## src/rtl/reset_sequencer.sv

```systemverilog
// Reset sequencer: synchronizes board/JTAG reset requests and PLL lock, debounces
// request release, then releases core and peripheral resets in a timed sequence.
module reset_sequencer #(
    parameter int unsigned DebounceCycles = 16,
    parameter int unsigned StretchCycles  = 64,
    parameter int unsigned PeriphDelay    = 8
) (
    input  logic       clk_i,
    input  logic       rst_i,
    input  logic       ext_rst_ni,
    input  logic       jtag_srst_ni,
    input  logic       pll_locked_i,
    output logic       rst_sys_no,
    output logic       rst_periph_no,
    output logic [1:0] state_o,
    output logic [2:0] cause_o
);

    localparam logic [1:0] HOLD      = 2'd0;
    localparam logic [1:0] WAIT_LOCK = 2'd1;
    localparam logic [1:0] STRETCH   = 2'd2;
    localparam logic [1:0] RUN       = 2'd3;

    localparam int unsigned DEB_W = $clog2(DebounceCycles) + 1;
    localparam int unsigned STR_W = $clog2(StretchCycles) + 1;
    localparam int unsigned PER_W = $clog2(PeriphDelay) + 1;

    localparam logic [DEB_W-1:0] DEB_LAST = DEB_W'(DebounceCycles - 1);
    localparam logic [STR_W-1:0] STR_LAST = STR_W'(StretchCycles - 1);
    localparam logic [PER_W-1:0] PER_LAST = PER_W'(PeriphDelay - 1);

    // Bit order in both stages: [0] ext, [1] jtag, [2] pll lock.
    logic [2:0] sync_q1;
    logic [2:0] sync_q2;
    logic       ext_s;
    logic       jtag_s;
    logic       locked_s;
    logic       req_s;

    logic             req_deb;
    logic [DEB_W-1:0] deb_cnt;

    logic [1:0]       state;
    logic [1:0]       state_next;
    logic [STR_W-1:0] stretch_cnt;
    logic [STR_W-1:0] stretch_next;
    logic [PER_W-1:0] periph_cnt;
    logic [2:0]       cause;

    always_ff @(posedge clk_i) begin
        if (rst_i) begin
            sync_q1 <= '0;
            sync_q2 <= '0;
        end else begin
            sync_q1 <= {pll_locked_i, jtag_srst_ni, ext_rst_ni};
            sync_q2 <= sync_q1;
        end
    end

    assign ext_s    = sync_q2[0];
    assign jtag_s   = sync_q2[1];
    assign locked_s = sync_q2[2];
    assign req_s    = ~ext_s | ~jtag_s;

    // Requests assert immediately; release needs DebounceCycles clean cycles.
    always_ff @(posedge clk_i) begin
        if (rst_i) begin
            deb_cnt <= '0;
            req_deb <= 1'b1;
        end else if (req_s) begin
            deb_cnt <= '0;
            req_deb <= 1'b1;
        end else if (deb_cnt == DEB_LAST) begin
            req_deb <= 1'b0;
        end else begin
            deb_cnt <= deb_cnt + 1'b1;
        end
    end

    always_comb begin
        state_next   = state;
        stretch_next = stretch_cnt;
        if (req_deb) begin
            state_next = HOLD;
        end else begin
            case (state)
                HOLD: state_next = WAIT_LOCK;
                WAIT_LOCK: begin
                    if (locked_s) begin
                        state_next   = STRETCH;
                        stretch_next = '0;
                    end
                end
                STRETCH: begin
                    if (!locked_s) begin
                        state_next = WAIT_LOCK;
                    end else if (stretch_cnt == STR_LAST) begin
                        state_next = RUN;
                    end else begin
                        stretch_next = stretch_cnt + 1'b1;
                    end
                end
                RUN: begin
                    if (!locked_s) begin
                        state_next = WAIT_LOCK;
                    end
                end
                default: state_next = HOLD;
            endcase
        end
    end

    always_ff @(posedge clk_i) begin
        if (rst_i) begin
            state       <= HOLD;
            stretch_cnt <= '0;
        end else begin
            state       <= state_next;
            stretch_cnt <= stretch_next;
        end
    end

    // Both reset outputs fall on the edge that leaves RUN; the peripheral
    // counter saturates so it cannot wrap during a long RUN.
    always_ff @(posedge clk_i) begin
        if (rst_i) begin
            rst_sys_no    <= 1'b0;
            rst_periph_no <= 1'b0;
            periph_cnt    <= '0;
        end else begin
            rst_sys_no <= (state_next == RUN);
            if (state != RUN && state_next == RUN) begin
                periph_cnt <= '0;
            end else if (state == RUN && periph_cnt != PER_LAST) begin
                periph_cnt <= periph_cnt + 1'b1;
            end
            if (state_next != RUN) begin
                rst_periph_no <= 1'b0;
            end else if (state == RUN && periph_cnt == PER_LAST) begin
                rst_periph_no <= 1'b1;
            end
        end
    end

    // Lock loss only counts when no request wins the same edge.
    always_ff @(posedge clk_i) begin
        if (rst_i) begin
            cause <= '0;
        end else begin
            cause <= cause | {
                (!req_deb && (state == STRETCH || state == RUN) && !locked_s),
                (req_deb && state != HOLD && !jtag_s),
                (req_deb && state != HOLD && !ext_s)
            };
        end
    end

    assign state_o = state;
    assign cause_o = cause;

endmodule

```

## config.mk

```make
export PLATFORM = sky130hd
export DESIGN_NAME = reset_sequencer
export DESIGN_NICKNAME = d
export VERILOG_FILES = /design/src/rtl/reset_sequencer.sv
export SDC_FILE = /design/constraint.sdc
export NUM_CORES = 1
export LEC_CHECK = 0
export ABC_AREA = 1
export CAP_MARGIN = 20
export CORE_AREA = 2 2 52 54
export CTS_CLUSTER_SIZE = 16
export DETAILED_ROUTE_END_ITERATION = 6
export DIE_AREA = 0 0 54 56
export DONT_BUFFER_PORTS = 1
export PLACE_DENSITY = 0.69
export SYNTH_ARGS = -nofsm -noshare
export SYNTH_HDL_FRONTEND = slang
export SYNTH_SLANG_ARGS = --single-unit
```

## constraint.sdc

```tcl
create_clock -name clk_i -period 3.4 [get_ports clk_i]
set_input_delay 0.68 -clock clk_i [delete_from_list [all_inputs] [get_ports clk_i]]
set_output_delay 0.68 -clock clk_i [all_outputs]
set_load 0.05 [all_outputs]
```

Word-level counts from Yosys, hierarchy flattened. Index checks and enable logic that the tools add are counted.

Reduce and logical (&&, ||, !) cells: 20. Add/subtract/negate cells: 3. Bitwise operators: 5. Multiplexer cells: 10. Equality and inequality tests: 13.

Operator list (number): 7-bit two-way mux (3); 7-bit one-hot mux with 2 select lines (1); 2-bit two-way mux (5); 2-bit != test, second input constant (5); 1-bit logical AND (8); 2-bit one-hot mux with 4 select lines (1); 7-bit by 1-bit adder with 7-bit output, second input constant (1); 7-bit by 6-bit equality test with 1-bit output, second input constant (1); 2-bit equality test, second input constant (3); 2-bit OR reduction (3); 5-bit by 1-bit adder with 5-bit output, second input constant (1); 5-bit by 4-bit equality test with 1-bit output, second input constant (1); 5-bit AND reduction (1); 4-bit by 1-bit adder with 4-bit output, second input constant (1); 4-bit by 3-bit equality test with 1-bit output, second input constant (1); 1-bit zero test (4); 4-bit by 3-bit != test with 1-bit output, second input constant (1); 2-bit nonzero test (2); 1-bit NOT (3); 3-bit bitwise OR (1); 2-bit by 1-bit equality test with 1-bit output, second input constant (1); 2-bit zero test (1); 1-bit logical OR (1); 1-bit bitwise OR (1).

Register bits: 30. Output and inout bits: 7. Input port bits: 5. Word-level logic and storage cells: 61.

Logic depth before layout (Yosys ltp).
Word-level depth: 8. Gate-level depth with buffers: 9. Mapped depth without buffers: 9.

Worst setup path before layout. Ideal clock, no wire load.

Path kind: register to register. Start: reg state[1] (netlist: state_o[1]). End: reg periph_cnt[3]. Period minus slack after synthesis: 1511 ps. Data required time: 3285 ps. Buffers on the path: 0. Cell stages (with the launch flop): 7. Library setup time: 115 ps. Data arrival time: 1395 ps. Slack: 1889 ps. Cells stage by stage: dfxtp_1 -> nand2_1 -> inv_2 -> nand2_1 -> nor3_1 -> xor2_1 -> nor2_1.

Cells in the longest elaborated chain, start to end: 7. Elaborated cells on any way between the ends: 15. Classes of those cells: eq/ne: 5; mux: 6; reduce/logical: 4.

RTL lines: from (decl) (line 43) `logic [1:0] state;`; from (signal assigned) (line 118) `state <= state_next;`; 2-bit two-way mux (line 97) `end else if (stretch_cnt == STR_LAST) begin`; 2-bit two-way mux (line 95) `if (!locked_s) begin`; 2-bit one-hot mux with 4 select lines (line 86) `case (state)`; 2-bit two-way mux (line 83) `if (req_deb) begin`; 2-bit equality test (line 132) `if (state != RUN && state_next == RUN) begin`; 1-bit logical AND (line 132); 2-bit OR reduction (no source line); to (signal assigned) (line 135) `periph_cnt <= periph_cnt + 1'b1;`; to (decl) (line 47) `logic [PER_W-1:0] periph_cnt;`.

Several ways; a longest one is shown, not always the timed one. A chain may end at the register's enable or synchronous reset.

Final worst setup path.
Start: reg state[1] (netlist: state_o[1]). End: out state_o[1].

RTL lines: to (decl) (line 15) `output logic [1:0] state_o,`.

No word-level cell between the ends.

==> results.tsv <==
metric	value	unit
status	completed	
MaxCap Viol Count	0	
Max Clock Skew	0.00357	ns
layout cell share with drive strength beyond 1	0.115	
Post-DRT Antenna Nets	0	
area of the die	3020	sq um
fin cells	212	
Root Buffer	clkbuf_4	
drt first pass iters	4	
Simple-Gate Fraction of Synth Area	0.307	
Yosys cell types	24	
met3 usage	0.0968	
Seq/Total Area, Yosys	0.458	
reg2reg end	periph_cnt[3]$_SDFFE_PP0P_	
Layout fillers	237	
Startpoint Class	flip-flop	
Avg WL per Cell	10.5	um
Slew headroom	0.610	
switching share of power	0.197	
met2 usage	0.267	
Power per Cell Area	437	nW/um^2
DR vias/cell	5.00	
Switching Power	0.122	mW
worst min path class	input port to flip-flop	
Final Hold Vio Count	0	
Max VDD drop	0.357	mV
synthesized flop and latch total	30	
worst path required time	2.72	ns
crit end category	output pin	
gpl congestion	0.796	
ANT cells	0	
most frequent cells in the layout	nand2_1, dfxtp_1, inv_1, nor2_1, nand3_1	
commonest non-fill, non-tap cell in the layout	nand2_1	
vias in the first global route	974	
fin util	0.583	
unrepaired setup endpoints after global routing	false	
placed insts	204	
WL final	2.22	mm
Post-Synth Adder-Cell Area	0.0382	
IO buf count	0	
Post-DP HPWL	1.71	mm
P_leak	0.597	nW
Setup-failing EPs final	0	
Slew @ Worst Pin	0.584	ns
Hold Startpoint	rst_i	
critical path class	flip-flop to output pin	
clock slew at reported path FFs	0.08	ns
hold path cells	1	
Final Cycle Share	0.501	
nets	190	
area delta synth->final	8.21	%
Period minus WS final	1.70	ns
WHS Endpoint	stretch_cnt[4]$_SDFFE_PP0P_	
CTS buffer count	5	
Worst-Skew Late Latency	0.32	ns
post-synthesis mux area share	0	
First DRT Iteration DRCs	7	
Die W	54	um
Yosys warning count	0	
first-pass GRT wire length	3.91	mm
Rows	18	
gr ovfl total	0	
syn nets	185	
Clk network pwr share	0.416	
GR peak layer	met2	
setup TNS	0	ns
Critical Path AT	1.02	ns
Power, Total	0.619	mW
Synth Area in XOR/XNOR	0.0201	
R2R setup slack	1.71	ns
largest family of logic cells by synthesized area	simple AND/OR/NAND/NOR gates	
clk sinks	30	
CP Max Fanout	4	
RR Startpoint	state_o[1]$_SDFF_PP0_	
Starting Density	0.539	
largest net degree at the start of global routing	18	
met1 global-route usage	0.211	
Core ar.	2430	sq um
vias after detailed routing	1059	
Synth Area in Compound Gates	0.0812	
Total Routing Usage GR	0.181	
register area	601	sq um
CTS tree	yes	
Post-DP Area	1340	sq um
Cells after Synth	176	
H-tree Lvls	2	
Avg Inst Size Synth	7.44	sq um
total setup buffers inserted after CTS	0	
DRC viols	0	
Peak Freq	588	MHz
antenna violations before repair	0	
Die Height	56	um
Logic pwr share	0.010	
Longest Clk Path Bufs	2	
design area	1420	sq um
cells on worst reg2reg path	6	
hold_buf cts	0	
IO Count	12	
area taken by multi-input logic gates	584	sq um
Synth Cell Area	1310	sq um
Int Pwr	0.498	mW
Slew Limit Fails	0	
sequential share of power	0.574	
Resized Gates After CTS	0	
-- worst max-delay path by stage --
stage               depth (start not counted)  slack (ns)                    endpoint                   from
detailed placement                          6        1.70  periph_cnt[3]$_SDFFE_PP0P_  state_o[1]$_SDFF_PP0_
floorplan                                   6        1.89  periph_cnt[3]$_SDFFE_PP0P_  state_o[1]$_SDFF_PP0_
finish                                      0        1.70                  state_o[1]  state_o[1]$_SDFF_PP0_
global route                                6        1.51  periph_cnt[3]$_SDFFE_PP0P_  state_o[1]$_SDFF_PP0_
global placement                            6        1.74  periph_cnt[3]$_SDFFE_PP0P_  state_o[1]$_SDFF_PP0_
CTS                                         0        1.67                  state_o[1]  state_o[1]$_SDFF_PP0_
-- routing by layer --
layer | share of wire | routed length, um
met5 | 0 | 0
met4 | 0.022 | 49
met3 | 0.062 | 138
met2 | 0.45 | 994
met1 | 0.47 | 1040
-- flip-flops by register name, summed over array words and instances (netlist names) --
signal	flops
stretch_cnt	7
deb_cnt	5
periph_cnt	4
cause_o	3
sync_q1	3
sync_q2	3
state_o	2
req_deb	1
rst_periph_no	1
rst_sys_no	1
-- cell type report --
cell class	instances	share of cell area
multi-input cells	113	0.412
clock buffers	8	0.0556
inverters	31	0.0821
flip-flops and latches	30	0.424
well taps	30	0.0265
-- power groups by stage --
stage	Clock [mW]	Combinational (mW)	Sequential, mW
floorplan	0	0.00815	0.364
global placement	0	0.00626	0.364
detailed placement	0	0.00636	0.364
CTS	0.270	0.00641	0.356
global route	0.282	0.00732	0.356
finish	0.257	0.00627	0.356
-- cells in the mapped netlist --
cell     instances  area (sq um)
nand2_2          1          6.26
buf_2            1          5.00
a21oi_2          1          8.76
inv_1           27           101
nor2_4           1          11.3
nor2_2           1          6.26
nor3_1           5          25.0
nand2_4          2          22.5
nand2_1         35           131
dfxtp_1         30           601
or2_1            1          6.26
o21ai_1          2          10.0
buf_1            1          3.75
inv_2            4          15.0
nor2_1          25          93.8
nand4_1          1          6.26
xor2_1           3          26.3
a21oi_1         10          50.1
nand3_1         11          55.1
o21ai_0          6          30.0
o21a_1           1          7.51
nand3_4          1          17.5
ha_1             4          50.1
nor3_2           2          20.0
-- metrics by stage --
stage / worst slack [ns] / hold WS, ns
2_1_floorplan: 1.89 / 0.388
3_3_place_gp: 1.74 / 0.396
3_5_place_dp: 1.70 / 0.399
4_1_cts: 1.67 / 0.387
5_1_grt: 1.51 / 0.376
6_report: 1.70 / 0.405
-- logic make-up after synthesis --
family          after synthesis
xor+xnor                      3
buf+inv                      33
fa+ha+maj                     4
flops                        30
compound gates               20
simple gates                 86
(Power assumes the default switching activity.)
